$ cat config.mk
export PLATFORM = sky130hd
export DESIGN_NAME = bfp_denormalizer_flat
export DESIGN_NICKNAME = d
export VERILOG_FILES = /design/src/rtl/bfp_denormalizer_if.sv /design/src/rtl/bfp_denormalizer.sv /design/src/flat_wrapper.sv
export SDC_FILE = /design/constraint.sdc
export NUM_CORES = 1
export LEC_CHECK = 0
export ABC_AREA = 1
export CAP_MARGIN = 20
export CELL_PAD_IN_SITES_DETAIL_PLACEMENT = 1
export CELL_PAD_IN_SITES_GLOBAL_PLACEMENT = 1
export CORE_MARGIN = 1.5
export CORE_UTILIZATION = 39
export DETAILED_ROUTE_END_ITERATION = 8
export PLACE_DENSITY = 0.81
export SLEW_MARGIN = 25
export SYNTH_ARGS = -nofsm -noshare
export SYNTH_HDL_FRONTEND = slang
export SYNTH_SLANG_ARGS = --single-unit
$ cat constraint.sdc
create_clock -name i_clk -period 4.3 [get_ports i_clk]
set_input_delay 0.86 -clock i_clk [delete_from_list [all_inputs] [get_ports i_clk]]
set_output_delay 0.86 -clock i_clk [all_outputs]
set_load 0.005 [all_outputs]
$ cat src/rtl/bfp_denormalizer_if.sv
// Stream bundle for the BFP denormalizer: normalized mantissas in, denormalized samples out.
interface bfp_denormalizer_if #(
    parameter int unsigned WIDTH = 16,
    parameter int unsigned EXP_W = $clog2(WIDTH + 1)
);
    logic [WIDTH-1:0] i_I;
    logic [WIDTH-1:0] i_Q;
    logic [EXP_W-1:0] i_exponent;
    logic             i_valid;
    logic             o_ready;
    logic [WIDTH-1:0] o_I;
    logic [WIDTH-1:0] o_Q;
    logic             o_valid;
    logic             i_ready;
    logic             o_last;
    logic             o_exp_err;

    modport master (
        output i_I, i_Q, i_exponent, i_valid, i_ready,
        input  o_ready, o_I, o_Q, o_valid, o_last, o_exp_err
    );

    modport slave (
        input  i_I, i_Q, i_exponent, i_valid, i_ready,
        output o_ready, o_I, o_Q, o_valid, o_last, o_exp_err
    );
endinterface

$ cat src/rtl/bfp_denormalizer.sv
// Block-floating-point decoder: right-shifts I/Q by a per-block latched exponent,
// with block framing, exponent-consistency flag and regenerated end-of-block marker.
module bfp_denormalizer #(
    parameter int unsigned WIDTH      = 16,
    parameter int unsigned BLOCK_SIZE = 256,
    parameter bit          IS_SIGNED  = 1'b1,
    parameter bit          ROUND      = 1'b1,
    parameter int unsigned EXP_W      = $clog2(WIDTH + 1)
) (
    input  logic i_clk,
    input  logic i_rst_n,
    bfp_denormalizer_if.slave bus
);
    localparam int unsigned     CntW    = $clog2(BLOCK_SIZE + 1);
    localparam logic [CntW-1:0] CntLast = CntW'(BLOCK_SIZE - 1);
    localparam logic [EXP_W-1:0] ExpMax = EXP_W'(WIDTH);

    typedef enum logic {StIdle, StInBlock} state_e;

    state_e           state_q, state_d;
    logic [CntW-1:0]  cnt_q, cnt_d;
    logic [EXP_W-1:0] exp_q, exp_d;
    logic [WIDTH-1:0] i_q, i_d, q_q, q_d;
    logic             valid_q, valid_d;
    logic             last_q, last_d;
    logic             err_q, err_d;
    logic             ready;
    logic             accept;
    logic [EXP_W-1:0] shift_exp;
    logic [EXP_W-1:0] shift;

    // Round-half-up adds the most significant discarded bit; cannot overflow for s >= 1.
    function automatic logic [WIDTH-1:0] denorm(input logic [WIDTH-1:0] x,
                                                input logic [EXP_W-1:0] s);
        logic [WIDTH-1:0] sh;
        logic [WIDTH-1:0] tmp;
        logic             rb;
        if (IS_SIGNED) sh = $signed(x) >>> s;
        else           sh = x >> s;
        rb = 1'b0;
        if (ROUND && (s != '0)) begin
            tmp = x >> (s - 1'b1);
            rb  = tmp[0];
        end
        return sh + {{(WIDTH-1){1'b0}}, rb};
    endfunction

    always_comb begin
        state_d = state_q;
        cnt_d   = cnt_q;
        exp_d   = exp_q;
        i_d     = i_q;
        q_d     = q_q;
        valid_d = valid_q;
        last_d  = last_q;
        err_d   = err_q;

        ready     = !valid_q || bus.i_ready;
        accept    = bus.i_valid && ready;
        shift_exp = (state_q == StIdle) ? bus.i_exponent : exp_q;
        shift     = (shift_exp > ExpMax) ? ExpMax : shift_exp;

        if (accept) begin
            valid_d = 1'b1;
            i_d     = denorm(bus.i_I, shift);
            q_d     = denorm(bus.i_Q, shift);
            last_d  = 1'b0;
            err_d   = 1'b0;
            if (state_q == StIdle) begin
                exp_d   = bus.i_exponent;
                cnt_d   = CntW'(1);
                state_d = StInBlock;
            end else begin
                err_d = (bus.i_exponent != exp_q);
                if (cnt_q == CntLast) begin
                    last_d  = 1'b1;
                    cnt_d   = '0;
                    state_d = StIdle;
                end else begin
                    cnt_d = cnt_q + 1'b1;
                end
            end
        end else if (bus.i_ready) begin
            valid_d = 1'b0;
        end
    end

    always_ff @(posedge i_clk or negedge i_rst_n) begin
        if (!i_rst_n) begin
            state_q <= StIdle;
            cnt_q   <= '0;
            exp_q   <= '0;
            i_q     <= '0;
            q_q     <= '0;
            valid_q <= 1'b0;
            last_q  <= 1'b0;
            err_q   <= 1'b0;
        end else begin
            state_q <= state_d;
            cnt_q   <= cnt_d;
            exp_q   <= exp_d;
            i_q     <= i_d;
            q_q     <= q_d;
            valid_q <= valid_d;
            last_q  <= last_d;
            err_q   <= err_d;
        end
    end

    assign bus.o_ready   = ready;
    assign bus.o_I       = i_q;
    assign bus.o_Q       = q_q;
    assign bus.o_valid   = valid_q;
    assign bus.o_last    = last_q;
    assign bus.o_exp_err = err_q;
endmodule

$ cat src/flat_wrapper.sv
// flat-port wrapper written by rule: the top's interface ports become plain ports
module bfp_denormalizer_flat 
#(
    parameter int unsigned WIDTH      = 16,
    parameter int unsigned BLOCK_SIZE = 256,
    parameter bit          IS_SIGNED  = 1'b1,
    parameter bit          ROUND      = 1'b1,
    parameter int unsigned EXP_W      = $clog2(WIDTH + 1)
)
  (i_clk, i_rst_n, bus_i_I, bus_i_Q, bus_i_exponent, bus_i_valid, bus_i_ready, bus_o_ready, bus_o_I, bus_o_Q, bus_o_valid, bus_o_last, bus_o_exp_err);
  bfp_denormalizer_if #(.WIDTH(WIDTH), .EXP_W(EXP_W)) bus_i ();
  input  logic i_clk;
  input  logic i_rst_n;
  input wire logic [$bits(bus_i.i_I)-1:0] bus_i_I;
  input wire logic [$bits(bus_i.i_Q)-1:0] bus_i_Q;
  input wire logic [$bits(bus_i.i_exponent)-1:0] bus_i_exponent;
  input wire logic [$bits(bus_i.i_valid)-1:0] bus_i_valid;
  input wire logic [$bits(bus_i.i_ready)-1:0] bus_i_ready;
  output wire logic [$bits(bus_i.o_ready)-1:0] bus_o_ready;
  output wire logic [$bits(bus_i.o_I)-1:0] bus_o_I;
  output wire logic [$bits(bus_i.o_Q)-1:0] bus_o_Q;
  output wire logic [$bits(bus_i.o_valid)-1:0] bus_o_valid;
  output wire logic [$bits(bus_i.o_last)-1:0] bus_o_last;
  output wire logic [$bits(bus_i.o_exp_err)-1:0] bus_o_exp_err;
  assign bus_i.i_I = bus_i_I;
  assign bus_i.i_Q = bus_i_Q;
  assign bus_i.i_exponent = bus_i_exponent;
  assign bus_i.i_valid = bus_i_valid;
  assign bus_i.i_ready = bus_i_ready;
  assign bus_o_ready = bus_i.o_ready;
  assign bus_o_I = bus_i.o_I;
  assign bus_o_Q = bus_i.o_Q;
  assign bus_o_valid = bus_i.o_valid;
  assign bus_o_last = bus_i.o_last;
  assign bus_o_exp_err = bus_i.o_exp_err;
  bfp_denormalizer #(.WIDTH(WIDTH), .BLOCK_SIZE(BLOCK_SIZE), .IS_SIGNED(IS_SIGNED), .ROUND(ROUND), .EXP_W(EXP_W)) u_core (.i_clk(i_clk), .i_rst_n(i_rst_n), .bus(bus_i));
endmodule
# Word-level counts from Yosys, hierarchy flattened
# Cells that the tools add are included.
totals:
  input_bits: 41
  wordCells: 41
  out_inout_bits: 36
  regBits: 50
op_classes:
  mux: 17
  shifts: 4
  n_eq_ne: 2
  n_reduce_logical: 5
  add_sub_neg: 4
  magnitude_cmp: 1
ops:
  columns: ["operator", "count"]
  rows:
  - ["$add 16x1->16", 2]
  - ["$mux 16", 2]
  - ["$shr 16x5->1", 2]
  - ["$sshr 16x5->16", 2]
  - ["$mux 9", 2]
  - ["$mux 1", 11]
  - ["$mux 5", 2]
  - ["$add 9x1->9 const B", 1]
  - ["$eq 9x8->1 const B", 1]
  - ["$gt 5x5->1 const B", 1]
  - ["$ne 5x5->1", 1]
  - ["$reduce_bool 5->1", 1]
  - ["$sub 5x1->5 const B", 1]
  - ["$reduce_bool 2->1", 1]
  - ["$logic_and 1x1->1", 1]
  - ["$logic_not 1->1", 1]
  - ["$logic_or 1x1->1", 1]

# Logic depth before layout (Yosys ltp)
# Gate-level depths: netlist of run 1.
depth:
  word_depth: 8
  ltp_mapped: 26
  mapped_depth_nobuf: 25

# Least setup slack after synthesis of run 1
# No wires, ideal clock.
synth_timing:
  kind: "input to register"
  startpoint: "in bus_i_exponent[0]"
  endpoint: "reg u_core.q_q[6] (netlist: u_core.bus.o_Q[6])"
  slack_ns: 0.450
  path_buffers: 2
  arrival_time_ns: 3.719
  required_time_ns: 4.169
  path_stages: 21
  setup_ns: 0.131
  cell_sequence: "nand2_2 > nand2_4 > nor2_4 > nand2_4 > nand2_8 > nand2_8 > buf_2 > ha_1 > clkbuf_1 > inv_1 > nand3_1 > a32o_1 > a211oi_1 > ha_1 > ha_1 > inv_1 > nor2_1 > nand2_2 > nor2_4 > xor2_1 > o21ai_1"
synth_between:
  elab_chain_len: 8
  word_cells_on_any_way: 11
  cone_classes: "add/sub (2); order compare (1); shift (2); mux (5); reduce/logical (1)"
synth_rtl:
  columns: ["element", "line_no", "source"]
  rows:
  - ["start: declaration", "flat_wrapper.sv:16", "input wire logic [$bits(bus_i.i_exponent)-1:0] bus_i_exponent;"]
  - ["$mux 5 (*)", "bfp_denormalizer.sv:60", "shift_exp = (state_q == StIdle) ? bus.i_exponent : exp_q;"]
  - ["$gt 5x5->1", "bfp_denormalizer.sv:61", "shift = (shift_exp > ExpMax) ? ExpMax : shift_exp;"]
  - ["$mux 5 (*)", "bfp_denormalizer.sv:61", null]
  - ["$sub 5x1->5", "bfp_denormalizer.sv:42", "tmp = x >> (s - 1'b1);"]
  - ["$shr 16x5->1", "bfp_denormalizer.sv:42", null]
  - ["$mux 1", "bfp_denormalizer.sv:41", "if (ROUND && (s != '0)) begin"]
  - ["$mux 1", "bfp_denormalizer.sv:63", "if (accept) begin"]
  - ["$add 16x1->16 (*)", "bfp_denormalizer.sv:45", "return sh + {{(WIDTH-1){1'b0}}, rb};"]
  - ["end signal: assignment", "bfp_denormalizer.sv:103", "q_q <= q_d;"]
  - ["end: declaration", "bfp_denormalizer.sv:23", "logic [WIDTH-1:0] i_q, i_d, q_q, q_d;"]
# Every way passes the cells marked *; elsewhere a longest branch is shown, timed or not. The select of a mux whose other input is x is not followed.
# A chain may end at the register's enable or synchronous reset.

# Final worst setup path of run 1
layout_timing:
  startpoint: "in bus_i_exponent[1]"
  endpoint: "reg u_core.q_q[6] (netlist: u_core.bus.o_Q[6])"
# The elaborated chain is that of the path after synthesis.

==> metrics.txt, run 1 <==
WL per Instance 16.0 um; global placement routability congestion 0.900; total instance count after detailed placement 1022; Setup Viol. Count Final 0; starting density of the core 39.7%; Worst Clk Skew 9.34 ps; global-route wire length before repair approximately 28000 um; area of all placed cells without fillers 6130 sq um; Distinct cells, synth 46; number of buffers inserted for hold repair after clock tree synthesis 0; source of the worst hold timing path u_core.bus.o_Q[7]; leading cell type in the layout, fill and taps excluded sky130_fd_sc_hd__nand2_1; WL final 16500 um; # clock sinks 50; number of routed nets with antenna violations 0; worst flop-to-flop path startpoint u_core.state_q; count of state elements after synthesis 50; pin count of the biggest net entering global routing 37; floorplan row count between 40 and 50; H-tree levels 2; number of vias per cell after detailed routing approximately 5.4; post-CTS clock slew at the launch and capture registers of the worst setup and hold paths roughly 70 ps; startpoint of the worst setup timing path bus_i_exponent[1]; Core ar. roughly 13000 sq um; drt initial violations 213; Post-Synthesis Net Count a little over 800; area of the mapped netlist approximately 5000 sq um; max-slew violation count 0; vias in the first global route 5754; post-CTS resize count 0; sequential element share of the synthesized area 25.1%; TritonCTS Buffers 5; Post-Route Hold Slack about 480 ps; post-place instance area 5960 sq um; proportion of synthesized flip-flops having asynchronous set or reset 100%; source-to-sink clock delay at the later pin of the worst-skew pair 300 ps; PortBufs 76; maximum ir drop on the vdd rail approximately 210 uV; setup slack of the most critical reg-to-reg path 350 ps; vertical die dimension roughly 120 um; final critical delay including setup and external delays 4090 ps; HPWL after detailed placement 13000 um; run status finished clean; most frequent cells in the layout 245 x sky130_fd_sc_hd__nand2_1, 176 x sky130_fd_sc_hd__nand3_1, 75 x sky130_fd_sc_hd__clkdlybuf4s50_1; Crit path required time between 4000 and 5000 ps; relative slew slack 56.3%; critical path capture point type flip-flop; count of boundary I/O pins 77; number of buffers added for setup after CTS 0; master cell of the clock root buffer sky130_fd_sc_hd__clkbuf_16; final layout net count 905; DRC violations left 0; clk buf depth 2; area added between synthesis and finish 22.8%; capture point of the worst reg-to-reg path u_core.bus.o_Q[6]; Critical Path End u_core.bus.o_Q[6]; total via count in the routed design 5568; number of cells on the worst reg-to-reg path 20; # diodes 0; dominant register cell in the synthesized netlist sky130_fd_sc_hd__dfrtp_1; number of hold-slack violations in the final timing report 0; startpoint types input port; fill cell count 1666; CTS tree yes; Worst Tran Pin Value ~650 ps; leftover overflow at the end of global routing 0; width of the die about 120 um; P_leak 3.02 nW; fraction of final layout cells sized beyond drive strength 1 11.3%; pwr dens 541 nW/um^2; overall track demand over capacity in global routing around a quarter; arrival time of the worst setup path 4250 ps; synthesized area per cell 6.38 sq um; Worst Hold Class reg2reg; die outline area between 10000 and 15000 sq um; max-capacitance violation count 0; cells after synthesis about 780; initial antenna violation count 0; synthesis warning total 0; unrepaired setup endpoints after global routing false; worst setup path class in2reg; fin crit share 95.0%; number of enable-type register cells in the synthesized netlist 0; utilization after layout between 40% and 50%; Worst Path Max Fanout 5; drt pass-1 iters 4; total power between 3 and 4 mW; highest clock frequency the design can meet 0.245 GHz; number of standard cells in the layout, taps in and fillers out between 1000 and 1500
[power breakdown]
part / switching, mW / internal (mW)
clock network: 0.190 / 0.276
registers: 0.0912 / 0.609
logic: 1.31 / 0.841
[worst min path at each step]
stage / endpoint / slack, ps / depth (start not counted)
3_3_place_gp: u_core.bus.o_Q[4] / 460 / 2
4_1_cts: u_core.bus.o_I[7] / 490 / 2
5_1_grt: u_core.bus.o_exp_err / 500 / 2
3_5_place_dp: u_core.bus.o_I[7] / 470 / 2
2_1_floorplan: u_core.bus.o_I[0] / 470 / 2
6_report: u_core.bus.o_Q[7] / 480 / 2
[cells by family after synthesis]
| family | Yosys count | share of synthesized area (%) |
|---|---|---|
| xor gates and xnor gates | 11 | 1.93 |
| DFF | 50 | 25.1 |
| AOI/OAI and AO/OA | 61 | 7.59 |
| and+or+nand+nor | 540 | 53.2 |
| adders and majority gates | 7 | 1.75 |
| buffers and inverters | 114 | 10.5 |
[synthesized netlist by cell type (2+ instances only)]
cell type / number / area (sq um)
sky130_fd_sc_hd__nand3_2: 5 / 50.1
sky130_fd_sc_hd__nand2_1: 245 / 920
sky130_fd_sc_hd__inv_1: 74 / 278
sky130_fd_sc_hd__o21ai_0: 16 / 80.1
sky130_fd_sc_hd__nand3b_1: 6 / 45.0
sky130_fd_sc_hd__nor2_4: 8 / 90.1
sky130_fd_sc_hd__a31oi_1: 8 / 50.1
sky130_fd_sc_hd__xnor2_1: 4 / 35.0
sky130_fd_sc_hd__nor4_1: 2 / 12.5
sky130_fd_sc_hd__a211oi_1: 2 / 15.0
sky130_fd_sc_hd__a21oi_1: 13 / 65.1
sky130_fd_sc_hd__dfrtp_1: 50 / 1250
sky130_fd_sc_hd__nor2_1: 40 / 150
sky130_fd_sc_hd__clkinv_1: 3 / 11.3
sky130_fd_sc_hd__inv_2: 4 / 15.0
sky130_fd_sc_hd__buf_6: 7 / 78.8
sky130_fd_sc_hd__nand2_4: 10 / 113
sky130_fd_sc_hd__ha_1: 7 / 87.6
sky130_fd_sc_hd__o211ai_1: 8 / 60.1
sky130_fd_sc_hd__nand3_1: 176 / 881
sky130_fd_sc_hd__nor2_8: 3 / 60.1
sky130_fd_sc_hd__nand4_1: 9 / 56.3
sky130_fd_sc_hd__o21bai_1: 2 / 15.0
sky130_fd_sc_hd__buf_2: 8 / 40.0
sky130_fd_sc_hd__nor3_1: 4 / 20.0
sky130_fd_sc_hd__o21ai_1: 3 / 15.0
sky130_fd_sc_hd__a32o_1: 2 / 20.0
sky130_fd_sc_hd__xor2_1: 7 / 61.3
sky130_fd_sc_hd__clkbuf_1: 12 / 45.0
sky130_fd_sc_hd__nand2_2: 21 / 131
sky130_fd_sc_hd__nand2_8: 3 / 60.1
sky130_fd_sc_hd__nor2_2: 5 / 31.3
sky130_fd_sc_hd__buf_4: 3 / 22.5
[flip-flops by register name, indices dropped and copies added (netlist names)]
register	flops
u_core.bus.o_Q	16
u_core.exp_q	5
u_core.state_q	1
u_core.cnt_q	9
u_core.bus.o_I	16
u_core.bus.o_valid	1
u_core.bus.o_exp_err	1
u_core.bus.o_last	1
[routing by layer]
metal  track usage [%]  part of all wire, %
met1              30.7                   42
met2              48.2                   53
met3              3.63                  3.0
met4              6.34                  2.0
met5                 0                    0
[through the flow]
step	setup TNS [ps]	setup slack [ps]
floorplan	0	450
global placement	0	126
detailed placement	-211	-69.9
CTS	0	225
global route	0	31.1
finish	0	213
[cell type report]
class / instances / area, sq um / area share (%)
clock inverters: 3 / 43.8 / 0.714
inverters: 82 / 313 / 5.10
repair buffers: 99 / 966 / 15.8
flip-flops and latches: 50 / 1250 / 20.4
clock buffers: 5 / 125 / 2.04
well taps: 172 / 215 / 3.51
multi-input cells: 619 / 3220 / 52.5
[worst max-delay path, cell delays in order]
cell and delay [ps]:
sky130_fd_sc_hd__clkdlybuf4s50_1 450, sky130_fd_sc_hd__nand2_2 120, sky130_fd_sc_hd__nand2_4 60, sky130_fd_sc_hd__nor2_4 160, sky130_fd_sc_hd__nand2_4 80, sky130_fd_sc_hd__nand2_8 90, sky130_fd_sc_hd__nand2_8 60, sky130_fd_sc_hd__ha_1 310
sky130_fd_sc_hd__inv_1 150, sky130_fd_sc_hd__nand3_1 100, sky130_fd_sc_hd__a32o_1 270, sky130_fd_sc_hd__a211oi_1 340, sky130_fd_sc_hd__ha_1 270, sky130_fd_sc_hd__ha_1 190, sky130_fd_sc_hd__inv_1 60, sky130_fd_sc_hd__nor2_1 130
sky130_fd_sc_hd__nand2_2 120, sky130_fd_sc_hd__nor2_4 160, sky130_fd_sc_hd__xor2_1 180, sky130_fd_sc_hd__o21ai_1 70
(Power assumes the default switching activity.)
==> run 2, diff against run 1 <==
Settings changed: CORE_UTILIZATION 39 to 40, CTS_BUF_LIST from default to sky130_fd_sc_hd__clkbuf_8, PLACE_DENSITY 0.81 to 0.83.
==> metrics.txt, run 2 (synthesized netlist as in run 1, its figures left out) <==
final critical delay including setup and external delays 4010 ps (-79.8 ps); max-capacitance violation count 0 (unchanged); post-CTS resize count 0 (unchanged); highest clock frequency the design can meet 0.250 GHz (+2.0%); drt initial violations 209 (-1.9%); initial antenna violation count 0 (unchanged); setup slack of the most critical reg-to-reg path 390 ps (+40 ps); count of boundary I/O pins 77 (unchanged); number of vias per cell after detailed routing 5.40 (about the same); area added between synthesis and finish 21.5%; pwr dens 527 nW/um^2 (-2.4%); number of routed nets with antenna violations 0 (unchanged); unrepaired setup endpoints after global routing false; critical path capture point type flip-flop; total power 3.20 mW (-3.5%); starting density of the core 41.2% (+1.5 points); Setup Viol. Count Final 0 (unchanged); CTS tree yes; WL per Instance 16.3 um (+1.9%); Crit path required time 4490 ps (+30 ps); overall track demand over capacity in global routing 26.9% (+1.2 points); master cell of the clock root buffer sky130_fd_sc_hd__clkbuf_8; post-CTS clock slew at the launch and capture registers of the worst setup and hold paths 90 ps (+20 ps); PortBufs 76 (unchanged); DRC violations left 0 (unchanged); # diodes 0 (unchanged); HPWL after detailed placement 13200 um (+1.2%); clk buf depth 2 (unchanged); leftover overflow at the end of global routing 0 (unchanged); vertical die dimension 115 um (-1.2%); final layout net count 907 (+0.22%); relative slew slack 47.8% (-8.5 points); vias in the first global route 6010 (+4.4%); maximum ir drop on the vdd rail 152 uV (-26%); Worst Clk Skew 17.6 ps (+8.28 ps); utilization after layout 50.1% (+1.3 points); Setup WS pre-CTS -22.2 ps (+47.7 ps); startpoint types input port; worst setup path class in2reg; H-tree levels 2 (unchanged); number of hold-slack violations in the final timing report 0 (unchanged); die outline area 13200 sq um (-2.4%); PnR worst setup slack 293 ps (+79.8 ps); width of the die 115 um (-1.2%); total instance count after detailed placement 1020 (-0.20%); # clock sinks 50 (unchanged); number of buffers inserted for hold repair after clock tree synthesis 0 (unchanged); Worst Tran Pin Value 779 ps (+124 ps); number of buffers added for setup after CTS 0 (unchanged); P_leak 2.99 nW (-0.87%); source-to-sink clock delay at the later pin of the worst-skew pair 330 ps (+30 ps); Worst Hold Class reg2reg; fin crit share 93.2% (-1.9 points); most frequent cells in the layout 245 x sky130_fd_sc_hd__nand2_1, 176 x sky130_fd_sc_hd__nand3_1, 75 x sky130_fd_sc_hd__clkdlybuf4s50_1; number of standard cells in the layout, taps in and fillers out 1028 (-0.19%); global placement routability congestion 0.872 (-3.2%); TritonCTS Buffers 5 (unchanged); fill cell count 1670 (+0.24%); run status finished clean; floorplan row count 40 (-2.4%); global-route wire length before repair 28500 um (+2.4%); fraction of final layout cells sized beyond drive strength 1 11.5% (+0.21 points); max-slew violation count 0 (unchanged); WL final 16800 um (+1.7%); Worst Path Max Fanout 6 (+1); total via count in the routed design 5556 (-0.22%); leading cell type in the layout, fill and taps excluded sky130_fd_sc_hd__nand2_1; arrival time of the worst setup path 4190 ps (-60 ps); drt pass-1 iters 4 (unchanged); pin count of the biggest net entering global routing 51 (+38%); Core ar. 12100 sq um (-3.6%)
-- run 2: cell count changes in the layout (fill, tap and decap cells not counted) --
| cell | delta |
|---|---|
| sky130_fd_sc_hd__buf_12 | -2 |
| sky130_fd_sc_hd__buf_2 | -1 |
| sky130_fd_sc_hd__clkbuf_8 | +5 |
| sky130_fd_sc_hd__clkbuf_16 | -5 |
| sky130_fd_sc_hd__buf_4 | +5 |
-- run 2: worst paths after layout --
| path | end | depth (start not counted) | from |
|---|---|---|---|
| worst min-delay path | u_core.bus.o_Q[5] | 2 | u_core.bus.o_Q[5] |
| worst max register to register | u_core.bus.o_Q[6] | 20 | u_core.state_q |
| max in group asynchronous | u_core.bus.o_I[1] | 1 | i_rst_n |
| worst max-delay path | u_core.bus.o_Q[6] | 20 | bus_i_exponent[1] |
| worst min register to register | u_core.bus.o_Q[5] | 2 | u_core.bus.o_Q[5] |
| min in group asynchronous | u_core.bus.o_Q[9] | 1 | i_rst_n |
-- run 2: cell type report --
type,instances,area (sq um),area share [%]
tap,168,210,3.47
multi-input combinational,619,3220,53.1
sequential,50,1250,20.6
inverter,82,313,5.16
timing repair buffer,101,958,15.8
clock buffer,5,68.8,1.13
clock inverter,3,43.8,0.722
-- run 2: per-stage QoR --
stage / area (sq um) / TNS (ps) / hold WS (ps)
after floorplan: 4990 / 0 / 472
after global placement: 5950 / 0 / 462
after detailed placement: 5950 / -28.1 / 465
after CTS: 6060 / 0 / 490
after global routing: 6060 / 0 / 518
final: 6060 / 0 / 483
-- run 2: metal layers --
metal	GRT usage, %	routed length [um]	up-vias
met2	51.8	9080	78
met4	5.51	170	0
li1	-	-	2719
met3	3.12	427	13
met1	32.0	7070	2746
met5	0	0	-
-- run 2: critical path, stage by stage --
cell and delay, ps:
sky130_fd_sc_hd__clkdlybuf4s50_1 450, sky130_fd_sc_hd__nand2_2 120, sky130_fd_sc_hd__nand2_4 70, sky130_fd_sc_hd__nor2_4 140, sky130_fd_sc_hd__nand2_4 80, sky130_fd_sc_hd__nand2_8 90
sky130_fd_sc_hd__nand2_8 60, sky130_fd_sc_hd__ha_1 320, sky130_fd_sc_hd__inv_1 180, sky130_fd_sc_hd__nand3_1 110, sky130_fd_sc_hd__a32o_1 270, sky130_fd_sc_hd__a211oi_1 300
sky130_fd_sc_hd__ha_1 250, sky130_fd_sc_hd__ha_1 170, sky130_fd_sc_hd__inv_1 50, sky130_fd_sc_hd__nor2_1 130, sky130_fd_sc_hd__nand2_2 120, sky130_fd_sc_hd__nor2_4 150
sky130_fd_sc_hd__xor2_1 170, sky130_fd_sc_hd__o21ai_1 90
-- run 2: power by group --
part,total (mW),internal [mW],switching [mW]
Clock,0.353,0.175,0.178
Sequential,0.702,0.609,0.0937
Combinational,2.14,0.836,1.31
==> run 3, diff against run 2 <==
Settings changed: CORE_UTILIZATION 40 to 36, GPL_ROUTABILITY_DRIVEN from default to 1, PLACE_DENSITY 0.83 to 0.79, REMOVE_ABC_BUFFERS from default to 1.
Clock period 4.3 ns to 3.6 ns, I/O delays scaled along.
==> metrics.txt, run 3 (synthesized netlist as in run 1, its figures left out) <==
run status finished clean; floorplan row count 42 (+5.0%); initial antenna violation count 0 (unchanged); number of routed nets with antenna violations 0 (unchanged); Global Route met1 Usage 31.2% (-0.78 points); post-CTS clock slew at the launch and capture registers of the worst setup and hold paths 110 ps (+20 ps); most frequent cells in the layout 242 x sky130_fd_sc_hd__nand2_1, 176 x sky130_fd_sc_hd__nand3_1, 125 x sky130_fd_sc_hd__buf_4; WL per Instance 17.4 um (+6.8%); master cell of the clock root buffer sky130_fd_sc_hd__clkbuf_8; DRC violations left 0 (unchanged); startpoint types input port; final critical delay including setup and external delays between 3000 and 4000 ps; capture point of the worst reg-to-reg path u_core.bus.o_I[6]; arrival time of the worst setup path 3820 ps (-370 ps); leading cell type in the layout, fill and taps excluded sky130_fd_sc_hd__nand2_1; overall track demand over capacity in global routing 27.5% (+0.67 points); leftover overflow at the end of global routing 0 (unchanged); area of all placed cells without fillers 6980 sq um (+15%); final total negative setup slack 0 ps (unchanged); starting density of the core 37.3% (-4.0 points); area added between synthesis and finish 39.9%; met2 usage in global routing 51.9% (+0.11 points); vertical die dimension 121 um (+5.3%); fill cell count 1802 (+7.9%); # diodes 0 (unchanged); vias in the first global route 6647 (+11%); Worst Clk Skew 11.5 ps (-6.13 ps); clk buf depth 2 (unchanged); Crit path required time 3880 ps (-610 ps); Worst Tran Pin Value 569 ps (-210 ps); routing usage on met3 3.63% (+0.51 points); critical path capture point type flip-flop; fraction of final layout cells sized beyond drive strength 1 22.5% (+11 points); drt pass-1 iters 5 (+1); CTS tree yes; setup slack of the most critical reg-to-reg path 90 ps (-300 ps); max-slew violation count 0 (unchanged); number of vias per cell after detailed routing 5.41 (about the same); Setup Viol. Count Final 0 (unchanged); total power 4.52 mW (+41%); Worst Hold Class in2async; number of hold-slack violations in the final timing report 0 (unchanged); WL final 19900 um (+18%); pin count of the biggest net entering global routing 43 (-16%); source-to-sink clock delay at the later pin of the worst-skew pair 330 ps (about the same); die outline area 14600 sq um (+11%); # clock sinks 50 (unchanged); TritonCTS Buffers 5 (unchanged); Core ar. 13400 sq um (+11%); global-route wire length before repair 32200 um (+13%); global placement routability congestion 0.959 (+10%); pwr dens 647 nW/um^2 (+23%); number of buffers inserted for hold repair after clock tree synthesis 0 (unchanged); worst flop-to-flop path startpoint u_core.state_q; PortBufs 76 (unchanged); number of cells on the worst reg-to-reg path 20 (unchanged); highest clock frequency the design can meet about 0.28 GHz; width of the die 121 um (+5.3%); P_leak 3.51 nW (+18%); maximum ir drop on the vdd rail 217 uV (+43%); Most Used Layer, Global Route met2; fin crit share 98.6%; Worst Path Max Fanout 4 (-2); final layout net count 1012 (+12%); HPWL after detailed placement 15100 um (+15%); post-place instance area 6690 sq um (+12%); max-capacitance violation count 0 (unchanged); H-tree levels 2 (unchanged); worst setup path class in2reg; drt initial violations 281 (+34%); relative slew slack 62.1% (+14 points); utilization after layout 52.1% (+2.0 points); total via count in the routed design 6171 (+11%); count of boundary I/O pins 77 (unchanged)
==> run 3: per-stage QoR <==
stage                     instances  hold slack (ps)  worst slack, ps
final                          1141              362             51.8
after global routing           1141              395            -80.4
after floorplan                 751              424             -196
after detailed placement       1125              469             -575
after CTS                      1135              497             46.8
after global placement         1125              465             -360
==> run 3: layout make-up <==
type,count,area [sq um],share of cell area [%]
Multi-Input combinational cell,619,3310,47.4
Timing Repair Buffer,206,1800,25.7
Sequential cell,50,1250,17.9
Inverter,82,315,4.52
Tap cell,176,220,3.15
Clock buffer,5,68.8,0.985
Clock inverter,3,21.3,0.305
==> run 3: worst max-delay path by stage <==
stage	startpoint	cells after the start	endpoint
finish	bus_i_exponent[1]	20	u_core.bus.o_I[6]
global route	bus_i_exponent[0]	21	u_core.bus.o_I[14]
CTS	bus_i_exponent[0]	23	u_core.bus.o_Q[6]
detailed placement	bus_i_exponent[3]	21	u_core.bus.o_Q[10]
global placement	bus_i_exponent[3]	20	u_core.bus.o_Q[6]
floorplan	u_core.state_q	20	u_core.bus.o_Q[6]
==> run 3: critical path, cell delays in order <==
cell                            delay, ps
sky130_fd_sc_hd__dlygate4sd2_1        260
sky130_fd_sc_hd__nand2_2               90
sky130_fd_sc_hd__nand2_4               60
sky130_fd_sc_hd__nor2_4               150
sky130_fd_sc_hd__nand2_4               80
sky130_fd_sc_hd__nand2_8              110
sky130_fd_sc_hd__nand2_8               90
sky130_fd_sc_hd__ha_4                 270
sky130_fd_sc_hd__inv_2                 80
sky130_fd_sc_hd__buf_4                130
sky130_fd_sc_hd__nand3_1               90
sky130_fd_sc_hd__a32o_1               280
sky130_fd_sc_hd__a211oi_1             290
sky130_fd_sc_hd__ha_1                 240
sky130_fd_sc_hd__ha_1                 230
sky130_fd_sc_hd__nand3_2              120
sky130_fd_sc_hd__nor2_2               160
sky130_fd_sc_hd__xor2_1               210
sky130_fd_sc_hd__nand2_1               90
sky130_fd_sc_hd__nand2_1               60
==> run 3: report_power, final <==
group	switching, mW	leakage (nW)	internal (mW)	total [mW]
combinational	1.83	2.86	1.47	3.30
sequential	0.134	0.615	0.728	0.862
clock	0.218	0.0441	0.137	0.355
==> run 3: layer usage <==
metal,share of wire [%],vias to the layer above
met5,0,-
met4,3.3,0
met3,3.1,54
met2,52,149
met1,41,3035
li1,-,2933
==> run 3: what timing repair did <==
action / 4_1_cts / 5_1_grt
buffers inserted: 1 / 6
gates cloned: 1 / 0
pin swaps: 10 / 9
endpoints found under the hold margin: 0 / 0
endpoints found under the setup margin: 19 / 12
gates resized for setup: 25 / 8
